==> src/rtl/prng_pkg.sv <==
// Shared defaults and the single-step Galois LFSR function used by the PRNG source.
package prng_pkg;
  localparam int unsigned DEF_LFSR_WIDTH = 8;
  localparam int unsigned DEF_LFSR_SEED  = 1;
  localparam logic [31:0] DEF_LFSR_POLY  = 32'h0000_00B8;
  localparam int unsigned DEF_OUT_WIDTH  = 4;
  localparam int unsigned DEF_FIFO_DEPTH = 16;
  localparam int unsigned STEP_W         = 32;

  typedef struct packed {
    logic              bit_out;
    logic [STEP_W-1:0] state;
  } step_t;

  // Widths up to 32 share one function: narrower states are zero-extended.
  function automatic step_t lfsr_step(input logic [STEP_W-1:0] state,
                                      input logic [STEP_W-1:0] poly);
    step_t r;
    r.bit_out = state[0];
    r.state   = (state >> 1) ^ (state[0] ? poly : '0);
    return r;
  endfunction
endpackage

==> src/rtl/fifo.sv <==
// First-word-fall-through buffer with flush and occupancy level; status outputs are registered.
module fifo #(
  parameter int unsigned FIFO_WIDTH = 4,
  parameter int unsigned FIFO_DEPTH = 16
) (
  input  logic                          clk,
  input  logic                          reset,
  input  logic                          flush,
  input  logic                          push,
  input  logic [FIFO_WIDTH-1:0]         din,
  input  logic                          pop,
  output logic [FIFO_WIDTH-1:0]         dout,
  output logic                          valid,
  output logic [$clog2(FIFO_DEPTH):0]   level,
  output logic                          full,
  output logic                          empty
);
  localparam int unsigned PW = $clog2(FIFO_DEPTH);
  localparam int unsigned LW = PW + 1;

  logic [FIFO_WIDTH-1:0] mem [FIFO_DEPTH];
  logic [PW-1:0]         wr_ptr, rd_ptr;
  logic [LW-1:0]         level_next;
  logic                  do_push, do_pop;

  assign do_push = push && !full;
  assign do_pop  = pop && !empty;

  always_comb begin
    level_next = level;
    if (flush)
      level_next = '0;
    else if (do_push && !do_pop)
      level_next = level + LW'(1);
    else if (!do_push && do_pop)
      level_next = level - LW'(1);
  end

  always_ff @(posedge clk) begin
    if (do_push && !flush)
      mem[wr_ptr] <= din;
  end

  always_ff @(posedge clk) begin
    if (reset) begin
      wr_ptr <= '0;
      rd_ptr <= '0;
      level  <= '0;
      full   <= 1'b0;
      empty  <= 1'b1;
      valid  <= 1'b0;
    end else begin
      if (flush) begin
        wr_ptr <= '0;
        rd_ptr <= '0;
      end else begin
        if (do_push) wr_ptr <= wr_ptr + PW'(1);
        if (do_pop)  rd_ptr <= rd_ptr + PW'(1);
      end
      level <= level_next;
      full  <= (level_next == LW'(FIFO_DEPTH));
      empty <= (level_next == '0);
      valid <= (level_next != '0);
    end
  end

  // Gated so the head reads zero whenever nothing is stored.
  assign dout = valid ? mem[rd_ptr] : '0;
endmodule

==> src/rtl/prng_fifo_source.sv <==
// Galois-LFSR word generator feeding a FWFT buffer, in continuous-fill or on-demand mode.
module prng_fifo_source
  import prng_pkg::*;
#(
  parameter int unsigned           LFSR_WIDTH = DEF_LFSR_WIDTH,
  parameter int unsigned           LFSR_SEED  = DEF_LFSR_SEED,
  parameter logic [LFSR_WIDTH-1:0] LFSR_POLY  = LFSR_WIDTH'(DEF_LFSR_POLY),
  parameter int unsigned           OUT_WIDTH  = DEF_OUT_WIDTH,
  parameter int unsigned           FIFO_DEPTH = DEF_FIFO_DEPTH
) (
  input  logic                        clk,
  input  logic                        reset,
  input  logic                        auto_fill,
  input  logic                        enable,
  input  logic                        req,
  input  logic                        seed_load,
  input  logic [LFSR_WIDTH-1:0]       seed_value,
  input  logic                        flush,
  output logic [OUT_WIDTH-1:0]        out_data,
  output logic                        out_valid,
  input  logic                        out_ready,
  output logic [$clog2(FIFO_DEPTH):0] level,
  output logic                        full,
  output logic                        empty,
  output logic                        req_dropped,
  output logic [31:0]                 word_count
);
  localparam logic [LFSR_WIDTH-1:0] SEED_W = LFSR_WIDTH'(LFSR_SEED);

  logic [LFSR_WIDTH-1:0] state, state_next;
  logic [OUT_WIDTH-1:0]  word;
  logic                  gen, pop;

  // All OUT_WIDTH steps unrolled in one cycle; bit 0 is the first step.
  always_comb begin
    step_t             s;
    logic [STEP_W-1:0] cur;
    cur  = STEP_W'(state);
    word = '0;
    for (int i = 0; i < int'(OUT_WIDTH); i++) begin
      s       = lfsr_step(cur, STEP_W'(LFSR_POLY));
      word[i] = s.bit_out;
      cur     = s.state;
    end
    state_next = cur[LFSR_WIDTH-1:0];
  end

  assign gen = !full && !seed_load && !flush && (auto_fill ? enable : req);
  assign pop = out_valid && out_ready;

  always_ff @(posedge clk) begin
    if (reset) begin
      state       <= SEED_W;
      word_count  <= '0;
      req_dropped <= 1'b0;
    end else begin
      req_dropped <= req && full && !auto_fill;
      if (seed_load)
        state <= (seed_value == '0) ? SEED_W : seed_value;
      else if (gen) begin
        state      <= state_next;
        word_count <= word_count + 32'd1;
      end
    end
  end

  fifo #(
    .FIFO_WIDTH (OUT_WIDTH),
    .FIFO_DEPTH (FIFO_DEPTH)
  ) u_fifo (
    .clk   (clk),
    .reset (reset),
    .flush (flush),
    .push  (gen),
    .din   (word),
    .pop   (pop),
    .dout  (out_data),
    .valid (out_valid),
    .level (level),
    .full  (full),
    .empty (empty)
  );
endmodule

==> config.mk <==
export PLATFORM = sky130hd
export DESIGN_NAME = prng_fifo_source
export DESIGN_NICKNAME = d
export VERILOG_FILES = /design/src/rtl/prng_pkg.sv /design/src/rtl/fifo.sv /design/src/rtl/prng_fifo_source.sv
export SDC_FILE = /design/constraint.sdc
export NUM_CORES = 1
export LEC_CHECK = 0
export CORE_MARGIN = 2
export CORE_UTILIZATION = 50
export CTS_BUF_LIST = sky130_fd_sc_hd__clkbuf_8
export DETAILED_ROUTE_END_ITERATION = 8
export PLACE_DENSITY = 0.75
export RECOVER_POWER = 25
export SYNTH_ARGS = -nofsm -noshare
export SYNTH_HDL_FRONTEND = slang
export SYNTH_HIERARCHICAL = 1
export SYNTH_SLANG_ARGS = --single-unit
==> constraint.sdc <==
create_clock -name clk -period 3 [get_ports clk]
set_clock_uncertainty 0.05 [all_clocks]
set_input_delay 0.6 -clock clk [delete_from_list [all_inputs] [get_ports clk]]
set_output_delay 0.6 -clock clk [all_outputs]
set_load 0.01 [all_outputs]
==> results.toml, run 1 <==
[cts]
cts_tree = "done"
cts_buffers = 17
cts_max_level = 4
clock_sinks = 125
clock_tree.buffer_depth = 2
clock_tree_root_buffer_cell = "sky130_fd_sc_hd__clkbuf_8"
clk_transition_reported_paths_ns = 0.07
insertion_delay_ns = 0.42

[floorplanning]
die_outline_area_mm2 = 0.0117
start_util = 0.506
chipHeight_um = 108
coreArea_mm2 = 0.0107
chipWidth_um = 108
fp-row-count = 38
io-pin-count = 61

[setup_path]
crit_path_start_kind = "flip-flop"
critPathCaptureType = "primary output"
timing_worst_setup_path_type = "flip-flop to primary output"
r2r.worst_path.cells = 6
timing.critical_path.required_ns = 2.35
crit_path_arrival_time_ns = 2.27
r2r_setup_slack_ns = 0.67
r2r-end = "word_count[22]"
critical_path.max_fanout = 8
r2r-start = "word_count[0]"

[sta]
final_period_minus_worst_setup_slack_ns = 2.92
setup_repair_after_global_routing_missed_its_margin = "yes"
timing_worst_slew_pin_value_ns = 0.732
fin_crit_sh = 0.974
slew_headroom = 0.512
fmaxAchievable_mhz = 342
final_max_slew_viol_count = 0
timing.final.setup_violations = 0
final_hold_vio_count = 0

[routing]
routed_wirelength_mm = 11.5
detail_route.first_pass.iterations = 6
route.antenna.remaining_nets = 0
first_iter_violations = 225
drt_drc_violations_left = 0
routed_length_per_instance_um = 16.7
detailroute.via_count = 3730
vias_per_cell = 5.43

[synthesis]
synth.lib_cells_used.distinct = 50
synth_fp_nets = 467
syn_area_mm2 = 0.00542
fraction_of_registers_with_async_set_reset = 0
postSynth.topFlopCell = "sky130_fd_sc_hd__edfxtp_1"
synth-seq-area-share = 0.580
synthCells = 443
synth_edf_count = 64
ys_seq_elements = 125
synth.yosys.warnings = 6
syn-mean-instance-area_um2 = 12.2

[pwr]
cellPowerDensity_mw_per_mm2 = 501
leakagePower_nw = 2.27
power.ir.vdd_worst_mv = 0.227

[cells_and_area]
area_delta_synth_final_pct = 23.7
most-common-layout-cells = "sky130_fd_sc_hd__nor2_1, sky130_fd_sc_hd__edfxtp_1, sky130_fd_sc_hd__dfxtp_1"
post_route_cells_drive_above_1_share = 0.166
fillers = 856
post-route-util = 0.626
final_common_cell = "sky130_fd_sc_hd__nor2_1"
fin_cells = 687
diodes = 0
final_nets = 558

[global_routing]
wire_length_of_the_first_global_routing_pass_mm = 18.4
grt_antenna_before_repair = 0
largest_net_degree_at_the_start_of_global_routing = 46
total_routing_usage_gr = 0.206
grt_overflow = 0
first_global_vias = 3753

[worst_hold_path]
min_path_cells = 2
timing.hold.worst.class = "flip-flop to flip-flop"
min-delay-start = "state[5]"
worstHoldEndpoint = "state[5]"

[placed_design]
weighted_congestion_at_the_end_of_routability_driven_global_placement = 0.821
numPortBuffers = 60
post-place-cells = 653
detailedPlacementHpwl_mm = 7.87

[job]
maxCapViolations = 0

[status]
outcome = "finished, final reports clean"
synthesized netlist by cell type, types with 6 or more instances:
library cell,count,area [um^2]
sky130_fd_sc_hd__inv_1,9,33.8
sky130_fd_sc_hd__nor2_1,67,251
sky130_fd_sc_hd__clkbuf_1,13,48.8
sky130_fd_sc_hd__or3_1,6,37.5
sky130_fd_sc_hd__nand3_1,11,55.1
sky130_fd_sc_hd__xor2_1,22,193
sky130_fd_sc_hd__a21oi_1,14,70.1
sky130_fd_sc_hd__mux2i_1,7,70.1
sky130_fd_sc_hd__nand2_1,26,97.6
sky130_fd_sc_hd__ha_1,8,100
sky130_fd_sc_hd__dfxtp_1,61,1220
sky130_fd_sc_hd__o21ai_0,8,40.0
sky130_fd_sc_hd__edfxtp_1,64,1920
sky130_fd_sc_hd__and3_1,6,37.5
sky130_fd_sc_hd__nor2b_1,7,43.8
sky130_fd_sc_hd__and2_1,6,37.5
sky130_fd_sc_hd__mux4_1,6,158
sky130_fd_sc_hd__mux4_2,14,315
sky130_fd_sc_hd__xnor2_1,17,149
sky130_fd_sc_hd__nand4_1,18,113
sky130_fd_sc_hd__nor3_1,8,40.0
power breakdown:
part           switching [mW]  internal (mW)
sequential             0.0294           1.81
clock                   0.660          0.736
combinational          0.0611         0.0651
final cells by class:
| type | instances | area, um^2 | area share |
|---|---|---|---|
| Multi-Input combinational cell | 292 | 2130 | 0.318 |
| Tap cell | 140 | 175 | 0.0261 |
| Sequential cell | 125 | 3150 | 0.470 |
| Timing Repair Buffer | 89 | 831 | 0.124 |
| Clock inverter | 15 | 148 | 0.0220 |
| Clock buffer | 17 | 234 | 0.0349 |
| Inverter | 9 | 33.8 | 0.00504 |
worst max-delay path, stage by stage (launching register included):
cell	delay, ns
sky130_fd_sc_hd__dfxtp_4	0.39
sky130_fd_sc_hd__buf_12	0.14
sky130_fd_sc_hd__buf_4	0.11
sky130_fd_sc_hd__mux4_2	0.47
sky130_fd_sc_hd__mux4_2	0.45
sky130_fd_sc_hd__and2_1	0.16
sky130_fd_sc_hd__buf_2	0.13
per-layer routing:
| metal | up-vias | share of wire | track usage |
|---|---|---|---|
| met5 | - | 0 | 0 |
| met4 | 0 | 0.0052 | 0.0595 |
| met3 | 4 | 0.051 | 0.0542 |
| met2 | 101 | 0.48 | 0.329 |
| met1 | 1809 | 0.47 | 0.279 |
| li1 | 1816 | - | - |
logic make-up (layout without fill, tap and decap cells):
logic type	after synthesis	count (layout)	synth area share
simple gates	176	176	0.167
flops	125	125	0.580
compound gates	42	42	0.0492
xor+xnor	39	39	0.0631
mux	27	27	0.100
buf+inv	26	130	0.0217
fa+ha+maj	8	8	0.0185
flip-flops by register name, indices dropped and copies added, names as in the netlist, named ones only:
register,flops
u_fifo/rd_ptr,4
word_count,32
u_fifo/mem,64
u_fifo/wr_ptr,4
u_fifo/empty,1
req_dropped,1
state,8
u_fifo/level,5
u_fifo/full,1
u_fifo/valid,1
timing repair:
action                     4_1_cts  5_1_grt
buffers inserted                 0        1
cloned                           1        0
setup endpoints to repair        4        4
gates resized for setup         20        4
hold buffers                     0        0
stage by stage:
step	setup TNS, ns	instance area [um^2]	hold WS (ns)	total power, mW	setup slack (ns)
floorplan	0	5420	0.398	1.94	0.142
CTS	0	6720	0.427	3.40	0.00448
detailed placement	0	6320	0.417	2.01	0.0122
global route	-0.0145	6700	0.453	3.48	-0.0145
global placement	0	6320	0.408	2.00	0.105
finish	0	6700	0.427	3.36	0.0774
worst max-delay path by stage:
stage	startpoint	endpoint	slack [ns]
after floorplan	seed_load	u_fifo/valid	0.14
after global placement	seed_load	u_fifo/valid	0.10
after detailed placement	seed_load	u_fifo/full	0.01
after CTS	flip-flop	out_data[2]	0.004
after global routing	flip-flop	out_data[3]	-0.01
final	flip-flop	out_data[3]	0.08
(Power assumes the default switching activity.)
==> run 2, diff against run 1 <==
--- a/config.mk
+++ b/config.mk
@@ -5,9 +5,9 @@
 export SDC_FILE = /design/constraint.sdc
 export NUM_CORES = 1
 export LEC_CHECK = 0
-export CORE_MARGIN = 2
+export CORE_MARGIN = 10
 export CORE_UTILIZATION = 50
-export CTS_BUF_LIST = sky130_fd_sc_hd__clkbuf_8
+export CTS_BUF_LIST = sky130_fd_sc_hd__clkbuf_16
 export DETAILED_ROUTE_END_ITERATION = 8
 export PLACE_DENSITY = 0.75
 export RECOVER_POWER = 25
==> results.toml, run 2 (same netlist as run 1, synthesis figures left out) <==
[cells_and_area]
fin_cells = 682
largest_register_ffs = 64
reg_top3 = "u_fifo/mem x64, word_count x32, state x8"
final_common_cell = "sky130_fd_sc_hd__nor2_1"
final_cell_area_mm2 = 0.00689
largest_register = "u_fifo/mem"
fillers = 776
post_route_cells_drive_above_1_share = 0.158
area_delta_synth_final_pct = 27.2
final_nets = 557
most-common-layout-cells = "sky130_fd_sc_hd__nor2_1, sky130_fd_sc_hd__edfxtp_1, sky130_fd_sc_hd__dfxtp_1"
diodes = 0
sequential_cell_area_mm2 = 0.00315
multiInputGateArea_mm2 = 0.00213

[cts]
clock_tree.buffer_depth = 2
cts_buffers = 17
clock_tree_root_buffer_cell = "sky130_fd_sc_hd__clkbuf_16"
count_of_hold_fix_buffers_inserted_at_cts = 0
insertion_delay_ns = 0.41
cts_max_level = 4
cts_tree = "done"
clock_sinks = 125
clk_transition_reported_paths_ns = 0.05

[setup_path]
timing_worst_setup_path_type = "flip-flop to primary output"
crit_path_start_kind = "flip-flop"
cpPeakStageDelay_ns = 0.52
timing.critical_path.required_ns = 2.35
cp.buffers_inverters = 3
worstPathCellList = "buf_16, buf_6, mux4_2, mux4_2, and2_1, buf_2"
worst_path_most_repeated_cell = "sky130_fd_sc_hd__mux4_2"
critPathTopFamily = "multiplexers"
critical_path.max_fanout = 7
crit_path_arrival_time_ns = 2.32
critical_path.slowest_cell = "sky130_fd_sc_hd__mux4_2"
critPathCaptureType = "primary output"

[floorplanning]
die_outline_area_mm2 = 0.0154
fp-row-count = 37
start_util = 0.518
chipWidth_um = 124
coreArea_mm2 = 0.0105
io-pin-count = 61
chipHeight_um = 124

[global_routing]
first_global_vias = 3946
total_routing_usage_gr = 0.172
grt_antenna_before_repair = 0
grt_overflow = 0
largest_net_degree_at_the_start_of_global_routing = 46
wire_length_of_the_first_global_routing_pass_mm = 20.7

[sta]
final_hold_vio_count = 0
setup_repair_after_global_routing_missed_its_margin = "yes"
final_period_minus_worst_setup_slack_ns = 2.97
fmaxAchievable_mhz = 336
timing_worst_slew_pin_value_ns = 0.749
final_max_slew_viol_count = 0
fin_hold_ws_ns = 0.425
fin_crit_sh = 0.991
finalSetupTns_ns = 0
slew_headroom = 0.500
timing.final.setup_violations = 0

[routing]
first_iter_violations = 307
detailroute.via_count = 3833
route.antenna.remaining_nets = 0
routed_wirelength_mm = 12.6
vias_per_cell = 5.62
detail_route.first_pass.iterations = 4
routed_length_per_instance_um = 18.5
drt_drc_violations_left = 0

[placed_design]
numPortBuffers = 60
detailedPlacementHpwl_mm = 8.33
placement.cell_area_mm2 = 0.00630
weighted_congestion_at_the_end_of_routability_driven_global_placement = 0.856
post-place-cells = 646

[worst_hold_path]
timing.hold.worst.class = "flip-flop to flip-flop"

[pwr]
power.ir.vdd_worst_mv = 0.317
power.total_mw = 3.88
leakagePower_nw = 2.35
cellPowerDensity_mw_per_mm2 = 563

[job]
maxCapViolations = 0

[status]
outcome = "finished, final reports clean"
run 2: changes by cell type in the layout (fill, tap and decap cells not counted), sizes merged:
| cell | delta |
|---|---|
| buf | -2 |
| clkinvlp | +1 |
| inv | -1 |
| clkbuf | +1 |
run 2: per-layer routing:
| layer | routed length (um) | track usage |
|---|---|---|
| met2 | 6120 | 0.271 |
| met3 | 816 | 0.0552 |
| met5 | 0 | 0 |
| met1 | 5550 | 0.219 |
| met4 | 147 | 0.0619 |
run 2: final cells by class:
type | instances | area share
multi-input cells | 292 | 0.310
flip-flops and latches | 125 | 0.457
clock buffers | 17 | 0.0618
clock inverters | 15 | 0.0196
inverters | 9 | 0.00490
well taps | 136 | 0.0247
repair buffers | 88 | 0.122
run 2: tightest hold or removal path, stage by stage (launching register included):
cell and delay [ns]:
sky130_fd_sc_hd__dfxtp_1 0.32, sky130_fd_sc_hd__nand2_1 0.05, sky130_fd_sc_hd__a21oi_1 0.05
run 2: power breakdown:
| part | leakage (nW) | switching, mW | internal [mW] |
|---|---|---|---|
| registers | 1.07 | 0.0296 | 1.81 |
| clock network | 0.277 | 0.704 | 1.20 |
| logic | 1.00 | 0.0639 | 0.0653 |
| total | 2.35 | 0.798 | 3.08 |
run 2: final timing paths:
kind | slack (ns) | end | cells after the start | from
worst max register to register | 0.62 | u_fifo/valid | 8 | u_fifo/full
worst min-delay path | 0.42 | state[5] | 2 | state[5]
worst max-delay path | 0.03 | out_data[2] | 6 | flip-flop
worst min register to register | 0.42 | state[5] | 2 | state[5]
run 2: stage by stage:
stage / setup slack, ns / util
2_1_floorplan: 0.142 / -
3_3_place_gp: 0.0889 / 0.602
3_5_place_dp: -0.00304 / 0.602
4_1_cts: 0.00140 / 0.659
5_1_grt: -0.0205 / 0.658
6_report: 0.0282 / 0.658
run 2: repair_timing:
action                     CTS  global route
gates resized for setup     22             3
setup buffers                3             0
setup endpoints to repair    4             3
cloned                       1             0
pin swaps                    0             0
